--- src/rtl/mips_mem_if.sv ---
// CPU and loader bus of the mips_mem block.
// The master drives CPU/loader requests; the slave (mips_mem) returns read data and status.
interface mips_mem_if #(parameter int WIDTH = 8);
    logic             memwrite;
    logic [WIDTH-1:0] addr;
    logic [WIDTH-1:0] writedata;
    logic [WIDTH-1:0] memdata;
    logic             load_valid;
    logic [7:0]       load_data;
    logic             load_last;
    logic             load_ready;
    logic             cpu_reset;
    logic [WIDTH-1:0] out_port;

    modport master (
        output memwrite, addr, writedata, load_valid, load_data, load_last,
        input  memdata, load_ready, cpu_reset, out_port
    );

    modport slave (
        input  memwrite, addr, writedata, load_valid, load_data, load_last,
        output memdata, load_ready, cpu_reset, out_port
    );
endinterface

--- src/rtl/mips_mem.sv ---
// Byte memory for a small MIPS core with a boot loader that streams the image in while the CPU is held in reset.
// Optional feature MIPS_MEM_MMIO_EN maps the top address onto the out_port register for CPU accesses.
module mips_mem #(
    parameter int WIDTH = 8
) (
    input logic       clk,
    input logic       reset,
    mips_mem_if.slave bus
);
    localparam int               DEPTH    = 1 << WIDTH;
    localparam logic [WIDTH-1:0] TOP_ADDR = {WIDTH{1'b1}};

    typedef enum logic [1:0] {LOAD, RELEASE, RUN} state_t;

    state_t           state, state_next;
    logic [WIDTH-1:0] ptr, ptr_next;
    logic             rel_cnt, rel_cnt_next;
    logic             load_we;
    logic             cpu_we;
    logic             mmio_sel;
    logic [WIDTH-1:0] load_word;
    logic [WIDTH-1:0] mem [DEPTH];

    assign load_word = WIDTH'(bus.load_data);

    always_ff @(posedge clk or posedge reset) begin
        if (reset) begin
            state   <= LOAD;
            ptr     <= '0;
            rel_cnt <= 1'b0;
        end else begin
            state   <= state_next;
            ptr     <= ptr_next;
            rel_cnt <= rel_cnt_next;
        end
    end

    // A full image (last address reached) ends loading even without load_last.
    always_comb begin
        state_next   = state;
        ptr_next     = ptr;
        rel_cnt_next = rel_cnt;
        load_we      = 1'b0;
        case (state)
            LOAD: begin
                if (bus.load_valid) begin
                    load_we  = 1'b1;
                    ptr_next = ptr + 1'b1;
                    if (bus.load_last || (ptr == TOP_ADDR)) begin
                        state_next = RELEASE;
                    end
                end
            end
            RELEASE: begin
                rel_cnt_next = ~rel_cnt;
                if (rel_cnt) begin
                    state_next = RUN;
                end
            end
            RUN: begin
                state_next = RUN;
            end
            default: begin
                state_next = LOAD;
            end
        endcase
    end

    assign bus.cpu_reset  = (state != RUN);
    assign bus.load_ready = (state == LOAD);

`ifdef MIPS_MEM_MMIO_EN
    logic [WIDTH-1:0] out_reg;

    assign mmio_sel = (bus.addr == TOP_ADDR);

    always_ff @(posedge clk or posedge reset) begin
        if (reset) begin
            out_reg <= '0;
        end else if ((state == RUN) && bus.memwrite && mmio_sel) begin
            out_reg <= bus.writedata;
        end
    end

    assign bus.out_port = out_reg;
    assign bus.memdata  = mmio_sel ? out_reg : mem[bus.addr];
`else
    assign mmio_sel     = 1'b0;
    assign bus.out_port = '0;
    assign bus.memdata  = mem[bus.addr];
`endif

    assign cpu_we = (state == RUN) && bus.memwrite && !mmio_sel;

    // The array has no reset so an image survives a reset until overwritten.
    always_ff @(posedge clk) begin
        if (load_we) begin
            mem[ptr] <= load_word;
        end else if (cpu_we) begin
            mem[bus.addr] <= bus.writedata;
        end
    end
endmodule
--- src/flat_wrapper.sv ---
// flat-port wrapper written by rule: the top's interface ports become plain ports
module mips_mem_flat 
#(
    parameter int WIDTH = 8
)
  (clk, reset, bus_memwrite, bus_addr, bus_writedata, bus_load_valid, bus_load_data, bus_load_last, bus_memdata, bus_load_ready, bus_cpu_reset, bus_out_port);
  mips_mem_if #(.WIDTH(WIDTH)) bus_i ();
  input logic clk;
  input logic reset;
  input wire logic [$bits(bus_i.memwrite)-1:0] bus_memwrite;
  input wire logic [$bits(bus_i.addr)-1:0] bus_addr;
  input wire logic [$bits(bus_i.writedata)-1:0] bus_writedata;
  input wire logic [$bits(bus_i.load_valid)-1:0] bus_load_valid;
  input wire logic [$bits(bus_i.load_data)-1:0] bus_load_data;
  input wire logic [$bits(bus_i.load_last)-1:0] bus_load_last;
  output wire logic [$bits(bus_i.memdata)-1:0] bus_memdata;
  output wire logic [$bits(bus_i.load_ready)-1:0] bus_load_ready;
  output wire logic [$bits(bus_i.cpu_reset)-1:0] bus_cpu_reset;
  output wire logic [$bits(bus_i.out_port)-1:0] bus_out_port;
  assign bus_i.memwrite = bus_memwrite;
  assign bus_i.addr = bus_addr;
  assign bus_i.writedata = bus_writedata;
  assign bus_i.load_valid = bus_load_valid;
  assign bus_i.load_data = bus_load_data;
  assign bus_i.load_last = bus_load_last;
  assign bus_memdata = bus_i.memdata;
  assign bus_load_ready = bus_i.load_ready;
  assign bus_cpu_reset = bus_i.cpu_reset;
  assign bus_out_port = bus_i.out_port;
  mips_mem #(.WIDTH(WIDTH)) u_core (.clk(clk), .reset(reset), .bus(bus_i));
endmodule
--- config.mk ---
export PLATFORM = sky130hd
export DESIGN_NAME = mips_mem_flat
export DESIGN_NICKNAME = d
export VERILOG_FILES = /design/src/rtl/mips_mem_if.sv /design/src/rtl/mips_mem.sv /design/src/flat_wrapper.sv
export SDC_FILE = /design/constraint.sdc
export NUM_CORES = 2
export LEC_CHECK = 0
export BUFFER_PORTS_ARGS = -buffer_cell sky130_fd_sc_hd__buf_2
export CAP_MARGIN = 20
export CORE_MARGIN = 4
export CORE_UTILIZATION = 40
export DETAILED_ROUTE_END_ITERATION = 12
export HOLD_SLACK_MARGIN = 0.05
export PLACE_DENSITY_LB_ADDON = 0.3
export SYNTH_ARGS = -nofsm -noshare
export SYNTH_HDL_FRONTEND = slang
export SYNTH_SLANG_ARGS = --single-unit
export TNS_END_PERCENT = 10
--- constraint.sdc ---
create_clock -name clk -period 5.5 [get_ports clk]
set_input_delay 0.275 -clock clk [delete_from_list [all_inputs] [get_ports clk]]
set_output_delay 0.275 -clock clk [all_outputs]
set_load 0.01 [all_outputs]
# Word level (Yosys, flattened, before mapping)

Memories as Yosys holds them, arrays and structs flattened.
Cells that the tools add are included.

$add $sub $neg: 1
Equality and inequality tests: 7
Mux-type cells: 14
Bitwise logic cells: 1
Reduce and logical (&&, ||, !) cells: 6

Operator list:

| operator                                              | number |
|---|---|
| 2-to-1 mux 8 bit                                      | 2 |
| adder 8 x 1 -> 8 bit, second input constant           | 1 |
| equality test 8 bit, second input constant            | 1 |
| 2-to-1 mux 1 bit                                      | 8 |
| OR reduction 8 bit                                    | 1 |
| 2-to-1 mux 2 bit                                      | 3 |
| case mux 2 bit (3 select lines)                       | 1 |
| inequality test 2 x 1 -> 1 bit, second input constant | 2 |
| inequality test 2 bit, second input constant          | 2 |
| AND reduction 3 bit                                   | 1 |
| equality test 2 x 1 -> 1 bit, second input constant   | 1 |
| equality test 2 bit, second input constant            | 1 |
| logical NOT 2 bit                                     | 1 |
| AND reduction 2 bit                                   | 1 |
| logical AND 1 bit                                     | 1 |
| logical OR 1 bit                                      | 1 |
| NOT 1 bit                                             | 1 |

Bits in registers: 11
Bits in writable memories: 2048
Input bits: 29
Output and inout bits: 18
Word-level logic and storage cells: 33
Memories kept: 1

Memory list:

| name       | depth | bits a word | rd ports | clocked after memory_dff | write ports | line           | RTL |
|---|---|---|---|---|---|---|---|
| u_core.mem | 256   | 8           | 1        | 0                        | 1           | mips_mem.sv:22 | `logic [WIDTH-1:0] mem [DEPTH];` |

# Depth between registers and ports, before layout

Word-level depth: 7
Depth in mapped cells: 12
Mapped depth without buffers: 8

# Worst setup path after synthesis

OpenSTA, ideal clock, no wires.

Kind: flip-flop to flip-flop
Start: register u_core.state[0]
End: memory u_core.mem[0][0] (data pin)
Data arrival time: 4704 ps
Required time: 4677 ps
Setup slack: -27 ps
Stages on the path, launching flop included: 10
Path buffers: 3
Period minus slack after synthesis: 5527 ps
Path through: dfrtp_1 -> inv_1 -> ha_1 -> nand2_1 -> and3_1 -> buf_2 -> buf_2 -> buf_1 -> nand2_1 -> nand2_1

Elaborated cells on any way between the ends: 9

RTL lines:

| element                                | line               | RTL |
|---|---|---|
| from (decl)                            | mips_mem.sv:15     | `state_t state, state_next;` |
| from (signal assigned)                 | mips_mem.sv:32     | `state <= state_next;` |
| logical NOT 2 bit                      | --                 |  |
| named net bus_load_ready               | flat_wrapper.sv:17 | `output wire logic [$bits(bus_i.load_ready)-1:0] bus_load_ready;` |
| 2-to-1 mux 1 bit                       | mips_mem.sv:44     | `case (state)` |
| 2-to-1 mux 1 bit                       | mips_mem.sv:97     | `if (load_we) begin` |
| 2-to-1 mux 1 bit (implied by the code) | mips_mem.sv:100    | `mem[bus.addr] <= bus.writedata;` |
| OR reduction 8 bit (no source line)    | --                 |  |
| 2-to-1 mux 8 bit (no source line)      | --                 |  |
| to (decl)                              | mips_mem.sv:22     |  |

The timed path passes the listed nets, and every way through them passes these cells.

# Worst setup path after layout

Start: register u_core.state[0]
End: memory u_core.mem[65][1], enable pin

Longest elaborated chain between the ends: 7
Elaborated cells on any way between the ends: 12

RTL lines:

| element                                                                      | line            | RTL |
|---|---|---|
| equality test 2 bit                                                          | mips_mem.sv:93  | `assign cpu_we = (state == RUN) && bus.memwrite && !mmio_sel;` |
| logical AND 1 bit                                                            | mips_mem.sv:93  |  |
| 2-to-1 mux 1 bit                                                             | mips_mem.sv:99  | `end else if (cpu_we) begin` |
| 2-to-1 mux 1 bit                                                             | mips_mem.sv:97  |  |
| 2-to-1 mux 1 bit (implied by the code)                                       | mips_mem.sv:100 |  |
| OR reduction 8 bit (no source line)                                          | --              |  |
| 2-to-1 mux 8 bit (no source line) / 2-to-1 mux 1 bit (equally long branches) | --              |  |

Parallel ways exist; a longest one is shown, timed or not.

==> flow_metrics.tcl <==
set metrics [dict create \
    synth.distinct_cells 61 \
    status "finished, final reports clean" \
    drive_gt1_frac 0.2384 \
    clkTransAtPathRegs_ps 60 \
    cts.sinks 2059 \
    place_ws_ps 1038 \
    hp-start "bus_writedata[4]" \
    drtIter0Drc 5194 \
    power_density_mw_per_mm2 387.9 \
    port-buffer-count 38 \
    endpoint_kind "register" \
    whs_path_depth 3 \
    syn-cell-area_sq_mm 0.08060 \
    slew_headroom 0.2012 \
    htree_levels 4 \
    rr_worst_depth 8 \
    grt_overflow_total 0 \
    reg2reg_from "u_core.state[0]" \
    first_global_vias 39870 \
    cts_setup_buffers 0 \
    vias 39810 \
    crit_type "register to register" \
    min_path_type "input port to register" \
    final.setup.worst_slack_ps 974.9 \
    drv_slew 0 \
    drtPass1Iterations 7 \
    finalClockSkew_ps 36.63 \
    cp_slowest_stage_delay_ps 880 \
    max_cap_viol_count 0 \
    design.core.area_sq_mm 0.2001 \
    synth_seq_cells 2059 \
    period_needed_ps 4525 \
    worstMarginPinSlew_ps 1198 \
    rsz0062_at_grt "false" \
    r2r_slack_ps 970 \
    p_leak_uw 0.02827 \
    gp_congestion 0.8354 \
    reg2reg_to "u_core.mem[65][1]" \
    cp_num_buf_inv 2 \
    synth_flop_cell "edfxtp_1" \
    synth_top_area_frac 0.7630 \
    dieHeight_um 456.9 \
    ys_seq_area_frac 0.7664 \
    crit_path_max_fanout 26 \
    start_util 0.4029 \
    layout.nets 4068 \
    dp_hpwl_mm 129.7 \
    max-vdd-ir-drop_mv 0.3343 \
    synth_edf_count 2048 \
    yosysMostFrequentCell "edfxtp_1" \
    wl_mm 206.4 \
    grt_pass1_wl_mm 295.8 \
    slowest_stage "and3_1" \
    fp-row-count 164 \
    cp_top_family "simple AND/OR/NAND/NOR gates" \
    fin_tns_setup_ps 0 \
    ctsResizeCount 0 \
    cts_hold_buf 4 \
    die_w_um 456.9 \
    drc 0 \
    root_buffer "clkbuf_16" \
    area_growth_pct 12.79 \
    vias_per_cell 5.809 \
    worstSkewPairLatency_ps 840 \
    die_area_sq_mm 0.2087 \
    synth_area_per_cell_sq_um 20.92 \
    setup-violations-final 0 \
    synthArstFlopShare 0.005342 \
    ys.warnings.count 0 \
    worst_setup_path_start_kind "register" \
    min_to "u_core.mem[183][4]" \
    final_antenna_net_count 0 \
    grt_max_degree 122 \
    crit_chain "inv_1, ha_1, nand2_1, and3_1, a31oi_1, or3_1, buf_4, nor2_1" \
    postSynthCellCount 3852 \
    cts_tree "built" \
    track_usage 0.1958 \
    hold_viol 0 \
    antenna_found_initial 7 \
    max_freq_mhz 221.0 \
    cts.path.max_buffers 3 \
    required_ps 5940 \
    arrival_ps 4960 \
    pin_count 47 \
    wl_per_cell_um 30.12 \
    synth.top_cells.by_count "edfxtp_1 (2048), mux4_2 (461), nor2_1 (273), mux2i_1 (194), nand2_1 (105)" \
    numCtsBuffers 198 \
    timing.final.crit_share 0.8227 \
    synth_area_leaders "edfxtp_1 (76%), mux4_2 (13%), mux2i_1 (2.4%)" \
    synth_top_area_cell "edfxtp_1" \
]
==> cell type report <==
| class | instances | area [sq um] |
|---|---|---|
| diodes | 3 | 7.507 |
| clock buffers | 257 | 5324 |
| clock inverters | 104 | 1026 |
| fillers | 16600 | 109200 |
| inverters | 7 | 26.28 |
| multi-input cells | 1553 | 17550 |
| flip-flops and latches | 2059 | 61770 |
| well taps | 2656 | 3323 |
| repair buffers | 215 | 1883 |
==> power breakdown <==
| group | internal, uW | total (uW) | switching, uW |
|---|---|---|---|
| clock network | 7660 | 13400 | 5750 |
| logic | 843 | 3490 | 2640 |
| registers | 18300 | 18400 | 60.6 |
==> how the worst max path moves through the flow <==
| stage | from | end | slack, ps | cells past startpoint |
|---|---|---|---|---|
| floorplan | u_core.state[0] | u_core.mem[0][0] | 1570 | 9 |
| global placement | bus_addr[2] | bus_memdata[1] | 1020 | 8 |
| detailed placement | u_core.state[0] | u_core.mem[255][1] | 1040 | 7 |
| CTS | u_core.state[0] | u_core.mem[117][6] | 1010 | 8 |
| global route | u_core.state[0] | u_core.mem[204][4] | 690 | 7 |
| finish | u_core.state[0] | u_core.mem[65][1] | 970 | 8 |
==> worst register-to-register path: stages (launching register included) <==
cell	delay (ps)
dfrtp_1	360
inv_1	90
ha_1	240
nand2_1	230
and3_1	880
a31oi_1	470
or3_1	750
buf_4	360
nor2_1	730
==> state kept, by name (all words and copies together), names as in the netlist <==
register	count
u_core.mem	2048
u_core.ptr	8
u_core.state	2
u_core.rel_cnt	1
==> layer usage <==
metal	part of all wire	up-vias	global-route usage
met5	0.00011	-	0
met4	0.030	4	0.05922
met3	0.079	332	0.04057
met2	0.48	1679	0.3129
met1	0.41	21400	0.2722
li1	-	16400	-
==> through the flow <==
| stage | instances | power (uW) | hold WS [ps] | area, sq um | utilization |
|---|---|---|---|---|---|
| after global placement | 6486 | 22160 | 350.4 | 84510 | 0.4224 |
| after detailed placement | 6486 | 22220 | 353.3 | 84510 | 0.4224 |
| final | 6854 | 35260 | 314.1 | 90910 | 0.4544 |
| after floorplan | 3859 | 20600 | 127.4 | 80640 | - |
| after global routing | 6852 | 36350 | 356.6 | 90900 | 0.4544 |
| after CTS | 6851 | 35510 | 346.6 | 90900 | 0.4544 |
==> cell usage in the layout (no fill, tap or decap), drive strengths merged, types with 19 or more instances in the layout <==
master and instances:
edfxtp 2048, mux4 461, nor2 273, clkbuf 257
buf 211, mux2i 194, nand2 105, a22oi 73
clkinv 72, a21oi 51, o221ai 45, o21ai 35
o22ai 32, nand3 26, a22o 25, or2 21
a211oi 19, nor2b 19
==> cells by family after synthesis <==
logic type | share of synthesized area
AND/OR/NAND/NOR | 0.02872
AO/OA/AOI/OAI | 0.03024
other | 0.00004653
adder cells (fa/ha/maj) | 0.0007762
buffers and inverters | 0.01846
flip-flops | 0.7664
XOR/XNOR | 0.0008694
multiplexers | 0.1544
Note: power is estimated with default switching activity, not from simulation.
